--- src/rtl/regseq_pkg.sv ---
// Shared definitions for the register-file sequencer: default widths,
// request opcodes and FSM state constants.
package regseq_pkg;

    localparam int ADDR_W_DEF = 5;
    localparam int DATA_W_DEF = 32;

    // Request opcodes as carried on req_op.
    typedef enum logic {
        OP_READ2 = 1'b0,
        OP_WRITE = 1'b1
    } op_t;

    // FSM states, kept as plain constants so the encoding is visible in waves.
    typedef logic [2:0] state_t;
    localparam state_t IDLE = 3'd0;
    localparam state_t RD_A = 3'd1;
    localparam state_t RD_B = 3'd2;
    localparam state_t RESP = 3'd3;
    localparam state_t WR   = 3'd4;

endpackage

--- src/rtl/regfile_sequencer.sv ---
// Serialises operand fetches (rs1 then rs2) and writebacks onto the single
// address port of an asynchronous-read register file. Requests are taken
// only in IDLE; operands come back on a valid/ready response channel.
module regfile_sequencer
    import regseq_pkg::*;
#(
    parameter int ADDR_W   = ADDR_W_DEF,
    parameter int DATA_W   = DATA_W_DEF,
    parameter int ZERO_REG = 1
) (
    input  logic              clk,
    input  logic              rst,
    input  logic              req_valid,
    output logic              req_ready,
    input  logic              req_op,
    input  logic [ADDR_W-1:0] req_rs1,
    input  logic [ADDR_W-1:0] req_rs2,
    input  logic [ADDR_W-1:0] req_rd,
    input  logic [DATA_W-1:0] req_wdata,
    output logic              rsp_valid,
    input  logic              rsp_ready,
    output logic [DATA_W-1:0] rsp_a,
    output logic [DATA_W-1:0] rsp_b,
    output logic              wr_done,
    output logic [ADDR_W-1:0] rf_addr,
    output logic              rf_we,
    output logic [DATA_W-1:0] rf_wdata,
    input  logic [DATA_W-1:0] rf_rdata
);

    localparam bit ZERO_EN = (ZERO_REG != 0);

    state_t            state_reg;
    state_t            state_next;
    logic [ADDR_W-1:0] rs1_reg;
    logic [ADDR_W-1:0] rs2_reg;
    logic [ADDR_W-1:0] rd_reg;
    logic [DATA_W-1:0] wdata_reg;
    logic [DATA_W-1:0] a_reg;
    logic [DATA_W-1:0] b_reg;
    logic              addr_zero;
    logic [DATA_W-1:0] rdata_masked;

    // Register 0 reads as zero regardless of what the file array holds.
    assign addr_zero    = ZERO_EN && (rf_addr == '0);
    assign rdata_masked = addr_zero ? '0 : rf_rdata;

    assign rsp_a = a_reg;
    assign rsp_b = b_reg;

    // Next-state selection; the opcode is consumed here, so the chosen
    // state itself is the latched record of the operation.
    always_comb begin
        state_next = state_reg;
        case (state_reg)
            IDLE: begin
                if (req_valid) begin
                    state_next = (op_t'(req_op) == OP_WRITE) ? WR : RD_A;
                end
            end
            RD_A:    state_next = RD_B;
            RD_B:    state_next = RESP;
            RESP: begin
                if (rsp_ready) begin
                    state_next = IDLE;
                end
            end
            WR:      state_next = IDLE;
            default: state_next = IDLE;
        endcase
    end

    // Handshake flags and register-file port drive, decoded from the state.
    always_comb begin
        req_ready = (state_reg == IDLE);
        rsp_valid = (state_reg == RESP);
        wr_done   = (state_reg == WR);
        rf_addr   = '0;
        rf_we     = 1'b0;
        rf_wdata  = '0;
        case (state_reg)
            RD_A: rf_addr = rs1_reg;
            RD_B: rf_addr = rs2_reg;
            WR: begin
                rf_addr  = rd_reg;
                rf_wdata = wdata_reg;
                // Reset in the write cycle must not corrupt the file.
                rf_we    = !rst && !(ZERO_EN && (rd_reg == '0));
            end
            default: ;
        endcase
    end

    // State register, request capture and operand capture.
    always_ff @(posedge clk) begin
        if (rst) begin
            state_reg <= IDLE;
            rs1_reg   <= '0;
            rs2_reg   <= '0;
            rd_reg    <= '0;
            wdata_reg <= '0;
            a_reg     <= '0;
            b_reg     <= '0;
        end else begin
            state_reg <= state_next;
            if (state_reg == IDLE && req_valid) begin
                rs1_reg   <= req_rs1;
                rs2_reg   <= req_rs2;
                rd_reg    <= req_rd;
                wdata_reg <= req_wdata;
            end
            if (state_reg == RD_A) begin
                a_reg <= rdata_masked;
            end
            if (state_reg == RD_B) begin
                b_reg <= rdata_masked;
            end
        end
    end

endmodule

--- config.mk ---
export PLATFORM = sky130hd
export DESIGN_NAME = regfile_sequencer
export DESIGN_NICKNAME = d
export VERILOG_FILES = /design/src/rtl/regseq_pkg.sv /design/src/rtl/regfile_sequencer.sv
export SDC_FILE = /design/constraint.sdc
export NUM_CORES = 1
export LEC_CHECK = 0
export CAP_MARGIN = 0
export CORE_ASPECT_RATIO = 0.75
export CORE_UTILIZATION = 35
export DETAILED_ROUTE_END_ITERATION = 7
export GPL_ROUTABILITY_DRIVEN = 0
export GPL_TIMING_DRIVEN = 0
export PLACE_DENSITY = 0.69
export SLEW_MARGIN = 20
export SYNTH_ARGS = -nofsm -noshare
export SYNTH_HDL_FRONTEND = slang
export SYNTH_SLANG_ARGS = --single-unit
--- constraint.sdc ---
create_clock -name clk -period 2.1 [get_ports clk]
set_input_delay 0.63 -clock clk [delete_from_list [all_inputs] [get_ports clk]]
set_output_delay 0.63 -clock clk [all_outputs]
set_load 0.01 [all_outputs]
==> reports/qor.csv, run 1 <==
metric,value,unit
row_count,34,
irDropWorstVdd,564.7,uV
fin_setup_tns,-5525,ps
ys_types,29,
drc,0,
ios,189,
n_antenna_cell,0,
hold_viol,0,
postPlaceCellArea,0.006416,mm^2
grt_max_degree,17,
status,finished with violations,
multi_input_area,0.001999,mm^2
synth_warnings,0,
io_buffers,187,
drive_gt1_share,18.42,%
syn_inst,530,
syn_area_per_cell,8.192,um^2
regArea,0.002296,mm^2
vias,4398,
use_met1,27.47,%
htreeDepth,4,
hpwl,9609,um
maxCapViolations,0,
cts_tree,done,
syn_to_final_growth,68.59,%
grt_pass1_vias,4187,
grt_usage,21.09,%
fin_area,0.007320,mm^2
max_slew.worst_pin.slew,560.2,ps
clkTransAtPathRegs,60,ps
crit_required,1470,ps
start_util,36.71,%
wl_per_cell,14.56,um
cts_buffers,17,
crit_type,reg2out,
syn-num-nets,614,
placedCellCount,879,
fmax,436.4,MHz
violations,negative setup slack,
p_leak,2.874,nW
grt_pass1_wl,20800,um
timing.final.crit_share,109.1,%
wl,13580,um
fin_ws,-191.3,ps
setup_viol,39,
ys_seq_area_share,52.56,%
use_met2,33.17,%
min_path_type,reg2reg,
core_area,0.01183,mm^2
cts.sinks,114,
clk_path_buf_depth,2,
busiest_layer,met2,
antenna_found_initial,0,
clk_latency,410,ps
drt_iter0_drc,191,
fp.dieW,130.6,um
drt-pass1-iter-count,4,
layout_commonest_cell,nand2_1,
synth-seq-cells,114,
fillers,1055,
rsz0062_at_grt,yes,
layout_common_cells,"nand2_1, clkdlybuf4s50_1, dfxtp_1",
antenna_left,0,
num-nets-final,842,
cp_max_fo,10,
fin_worst_skew,9.214,ps
start_kind,register,
pre_cts_ws,-670.2,ps
cts_root_buf,clkbuf_16,
hold_buffers,0,
cp-end-kind,output pin,
drt-vias-per-instance,4.714,
die_h,98.46,um
slew_headroom,62.65,%
synth_area,0.004342,mm^2
arrival,1660,ps
dieArea,0.01286,mm^2
finalNonFillerCells,933,
grtUsageMet3,5.266,%
period_needed,2291,ps
power-per-cell-area,869.9,mW/mm^2
final_max_slew_viol_count,0,
gr-total-overflow,0,
[worst max-delay path: stages (launching register included)]
cell and delay (ps):
dfxtp_4 370, nor3b_4 240, buf_6 180, buf_6 120, buf_8 110, and2_1 120
buf_2 130
[per-layer routing]
layer | up-vias | wire length [um]
li1 | 2206 | -
met1 | 2028 | 6150
met5 | - | 0
met4 | 0 | 311
met2 | 136 | 6357
met3 | 28 | 761
[cell families after synthesis]
group           after synthesis  share of synthesized area, %
compound gates              124                         15.27
buf+inv                      41                         4.582
flops                       114                         52.56
simple gates                251                         27.58
[timing repair]
action                                  4_1_cts  5_1_grt
pin swaps                                     7        6
endpoints found under the setup margin       73       71
gates cloned                                  0        2
resized for setup                           201       35
buffers inserted                             10       11
[through the flow]
stage                     util (%)  hold slack [ps]  total power [mW]
final                        61.89            442.2             6.367
after global routing         61.89            466.8             6.617
after CTS                    60.02            447.4             6.339
after detailed placement     54.25            439.8             3.129
after global placement       54.25            433.9             3.111
after floorplan                  -            431.2             2.748
[where the power goes]
| group | switching, mW | internal (mW) |
|---|---|---|
| sequential | 0.0667 | 2.28 |
| combinational | 0.420 | 0.437 |
| clock | 1.05 | 2.12 |
| total | 1.53 | 4.83 |
[synth_stat cells (all sizes together)]
cell type  count  area, um^2
nand2        162       608.1
a31oi          3       18.77
and2          34       212.7
a22oi          1       7.510
o211ai         1       7.510
o21ai         69       360.4
nand2b        32       200.2
nor3           2       10.01
a221o          1       10.01
inv            3       11.26
nor4           1       6.260
clkbuf        23       86.33
dfxtp        114        2282
nor2           4       15.01
or4            1       7.510
nor4bb         5       50.05
buf           15       101.3
a21oi         47       235.2
nor2b          4       25.02
nand4bb        1       27.53
and3           2       12.51
a211o          1       8.760
a221oi         1       15.01
nor3b          3       22.52
[final cells by class]
type,instances,area share [%]
buffer,38,3.538
sequential,114,31.37
multi-input combinational,375,27.32
clock inverter,15,3.162
timing repair buffer,209,25.88
tap,162,2.769
clock buffer,17,5.812
inverter,3,0.1538
[path summary, 6_finish.rpt]
path                start     endpoint  slack, ps  cells after the start
min reg2reg      rsp_a[1]     rsp_a[1]        440                      2
max          state_reg[0]  rf_wdata[2]       -190                      6
max reg2reg  state_reg[2]    rsp_b[22]         50                      9
min              rsp_a[1]     rsp_a[1]        440                      2
(Power assumes the default switching activity.)
==> run 2, diff against run 1 <==
- ABC_AREA: not set -> 1
- PLACE_DENSITY: 0.69 -> 0.67
- clock period: 2.1 -> 2.8 ns (I/O delays scaled with it)
==> run 2 against run 1 <==
Non-clock buffer count shrank 13. Worst setup slack gained 200 ps. Global-route usage grew 0.61 points. Critical path type unchanged. Sequential cell count is the same. The flow now finishes without violations. First-iteration DRC count grew 34%. Largest power group unchanged. Hold slack gained 12 ps.
==> reports/qor.csv, run 2 <==
metric,value,unit,change
status,completed,,was finished with violations
pwr-share-seq,37.2,%,was 36.8%
finalNonFillerCells,936,,was 933
io_buffers,187,,unchanged
cts_root_buf,clkbuf_16,,unchanged
dieArea,0.01423,mm^2,was 0.01286 mm^2
fillers,1167,,was 1055
htreeDepth,4,,unchanged
synth_area_leaders,"dfxtp_1, a21oi_2, o21ai_0, nand2_4, a21oi_1",,"was dfxtp_1, nand2_1, o21ai_1, a21oi_1, and2_1"
cp_max_fo,10,,unchanged
crit_type,reg2out,,unchanged
timing.final.crit_share,99.75,%,
grt_max_degree,17,,unchanged
cts_buffers,17,,unchanged
fin_ws,6.874,ps,was -191.3 ps
synth_warnings,0,,unchanged
fin_setup_tns,0,ps,was -5525 ps
p_leak,3.025,nW,was 2.874 nW
rsz0062_at_grt,yes,,unchanged
irDropWorstVdd,427.1,uV,was 564.7 uV
multi_input_area,0.002125,mm^2,was 0.001999 mm^2
grt_pass1_vias,4584,,was 4187
drt-vias-per-instance,4.922,,was 4.714
rr_worst_depth,6,,was 9
power.clock.fraction,41.0,%,was 49.7%
grt_pass1_wl,23820,um,was 20800 um
wl_per_cell,16.37,um,was 14.56 um
die_h,103.5,um,was 98.46 um
drt_iter0_drc,255,,was 191
intPower,3.549,mW,was 4.835 mW
pwr-share-comb,21.8,%,was 13.5%
ios,189,,unchanged
pre_cts_ws,-13.01,ps,was -670.2 ps
drt-pass1-iter-count,4,,unchanged
syn_to_final_growth,55.56,%,was 68.59%
placedCellCount,902,,was 879
synth-seq-cells,114,,unchanged
holdWs,454.0,ps,was 442.2 ps
p_sw_share,29.25,%,was 24.06%
gr-total-overflow,0,,unchanged
fin_worst_skew,8.037,ps,was 9.214 ps
setup_viol,0,,was 39
yosys.area.top_type_share,47.43,%,was 52.56%
syn-num-nets,628,,was 614
hpwl,11260,um,was 9609 um
regArea,0.002283,mm^2,was 0.002296 mm^2
async_flop_share,0,%,unchanged
antenna_found_initial,0,,unchanged
min_path_type,reg2reg,,unchanged
worstHoldStart,wdata_reg[30],,was rsp_a[1]
syn_area_per_cell,8.846,um^2,was 8.192 um^2
whs_path_depth,2,,unchanged
arrival,1950,ps,was 1660 ps
cts_tree,done,,unchanged
rr_startpoint,state_reg[0],,was state_reg[2]
worstReg2RegEnd,rsp_a[21],,was rsp_b[22]
clk_path_buf_depth,2,,unchanged
row_count,36,,was 34
yosysMostFrequentCell,dfxtp_1,,was nand2_1
fp.dieW,137.4,um,was 130.6 um
holdPathEnd,wdata_reg[30],,was rsp_a[1]
crit_required,1960,ps,was 1470 ps
synth_top_area_cell,dfxtp_1,,unchanged
grt_usage,21.70,%,was 21.09%
clk_latency,400,ps,was 410 ps
fin_area,0.007486,mm^2,was 0.007320 mm^2
drc,0,,unchanged
final_core_util,56.72,%,was 61.89%
rrSetupSlack,970,ps,was 50 ps
layout_commonest_cell,clkdlybuf4s50_1,,was nand2_1
slew_headroom,65.14,%,was 62.65%
maxCapViolations,0,,unchanged
p_sw,1.467,mW,was 1.532 mW
synth_ff_type,dfxtp_1,,unchanged
ys_seq_area_share,47.43,%,was 52.56%
n_antenna_cell,0,,unchanged
clkTransAtPathRegs,60,ps,about the same
core_area,0.01320,mm^2,was 0.01183 mm^2
cp-end-kind,output pin,,unchanged
synth_area,0.004812,mm^2,was 0.004342 mm^2
synth_commonest_cells,"dfxtp_1, o21ai_0, a21oi_2",,"was nand2_1, dfxtp_1, o21ai_1"
start_util,36.46,%,was 36.71%
num-nets-final,836,,was 842
synth_edf_count,0,,unchanged
final_max_slew_viol_count,0,,unchanged
power-per-cell-area,670.0,mW/mm^2,was 869.9 mW/mm^2
total_power,5.016,mW,was 6.367 mW
drive_gt1_share,20.65,%,was 18.42%
layout_common_cells,"clkdlybuf4s50_1, dfxtp_1, o21ai_0",,"was nand2_1, clkdlybuf4s50_1, dfxtp_1"
ys_types,29,,unchanged
postPlaceCellArea,0.006898,mm^2,was 0.006416 mm^2
cts.sinks,114,,unchanged
hold_buffers,0,,unchanged
syn_inst,544,,was 530
max_slew.worst_pin.slew,522.9,ps,was 560.2 ps
period_needed,2793,ps,
fmax,358.0,MHz,
hold_viol,0,,unchanged
vias,4607,,was 4398
start_kind,register,,unchanged
wl,15320,um,was 13580 um
antenna_left,0,,unchanged
run 2: cell count changes after synthesis, sizes merged, moves of 4 or more:
cell    previous run  this run
nor2b              4         0
o21ai             69       101
nor4bb             5         0
a21oi             47       111
nor2               4        39
nand3              0        26
nand4              0         4
inv                3        44
buf               15        19
and2              34         0
nand2b            32         0
nand2            162        51
run 2: repair_timing:
item / CTS / global route
gates resized for setup: 44 / 11
pin swaps: 0 / 1
endpoints found under the setup margin: 35 / 11
setup buffers: 0 / 2
run 2: cell families (layout without fill, tap and decap cells):
kind of cell           count (synthesis)  after routing  share of synthesized area (%)
AOI/OAI and AO/OA                    214            214                          27.04
and+or+nand+nor                      126            126                          16.80
DFF                                  114            114                          47.43
buffers and inverters                 90            311                          8.736
run 2: worst max-delay path, cell delays in order (launching register included):
cell and delay, ps:
dfxtp_1 330, buf_6 170, inv_4 70, nor3_4 170, nand2_1 80, nand2_1 80
nor2_2 60, inv_1 60, clkdlybuf4s50_1 530
run 2: area by class of cell:
class / count / share of cell area (%)
well taps: 171 / 2.858
inverters: 45 / 2.290
multi-input cells: 340 / 28.38
clock inverters: 12 / 1.454
clock buffers: 20 / 6.101
flip-flops and latches: 114 / 30.50
repair buffers: 189 / 24.80
plain buffers: 45 / 3.610
run 2: worst max path at each step:
stage | from | to | slack, ps
after floorplan | rst | rf_we | 580
after global placement | rst | rf_we | 8
after detailed placement | state_reg[2] | rf_wdata[4] | -10
after CTS | state_reg[2] | rf_addr[3] | 7
after global routing | state_reg[2] | rf_addr[3] | -70
final | state_reg[2] | rf_addr[3] | 7
run 2: power by group through the flow:
stage,Sequential (mW),Clock [mW],Combinational (mW)
3_5_place_dp,1.89,0,1.08
5_1_grt,1.88,2.16,1.19
6_report,1.87,2.05,1.10
4_1_cts,1.86,2.09,1.09
3_3_place_gp,1.89,0,1.06
2_1_floorplan,1.92,0,0.565
run 2: metal layers:
layer / vias to the layer above / wire (um) / track usage (%)
li1: 2247 / - / -
met1: 2182 / 7134 / 29.27
met2: 168 / 6936 / 33.52
met3: 10 / 1127 / 6.265
met4: 0 / 123 / 5.730
met5: - / 0 / 0
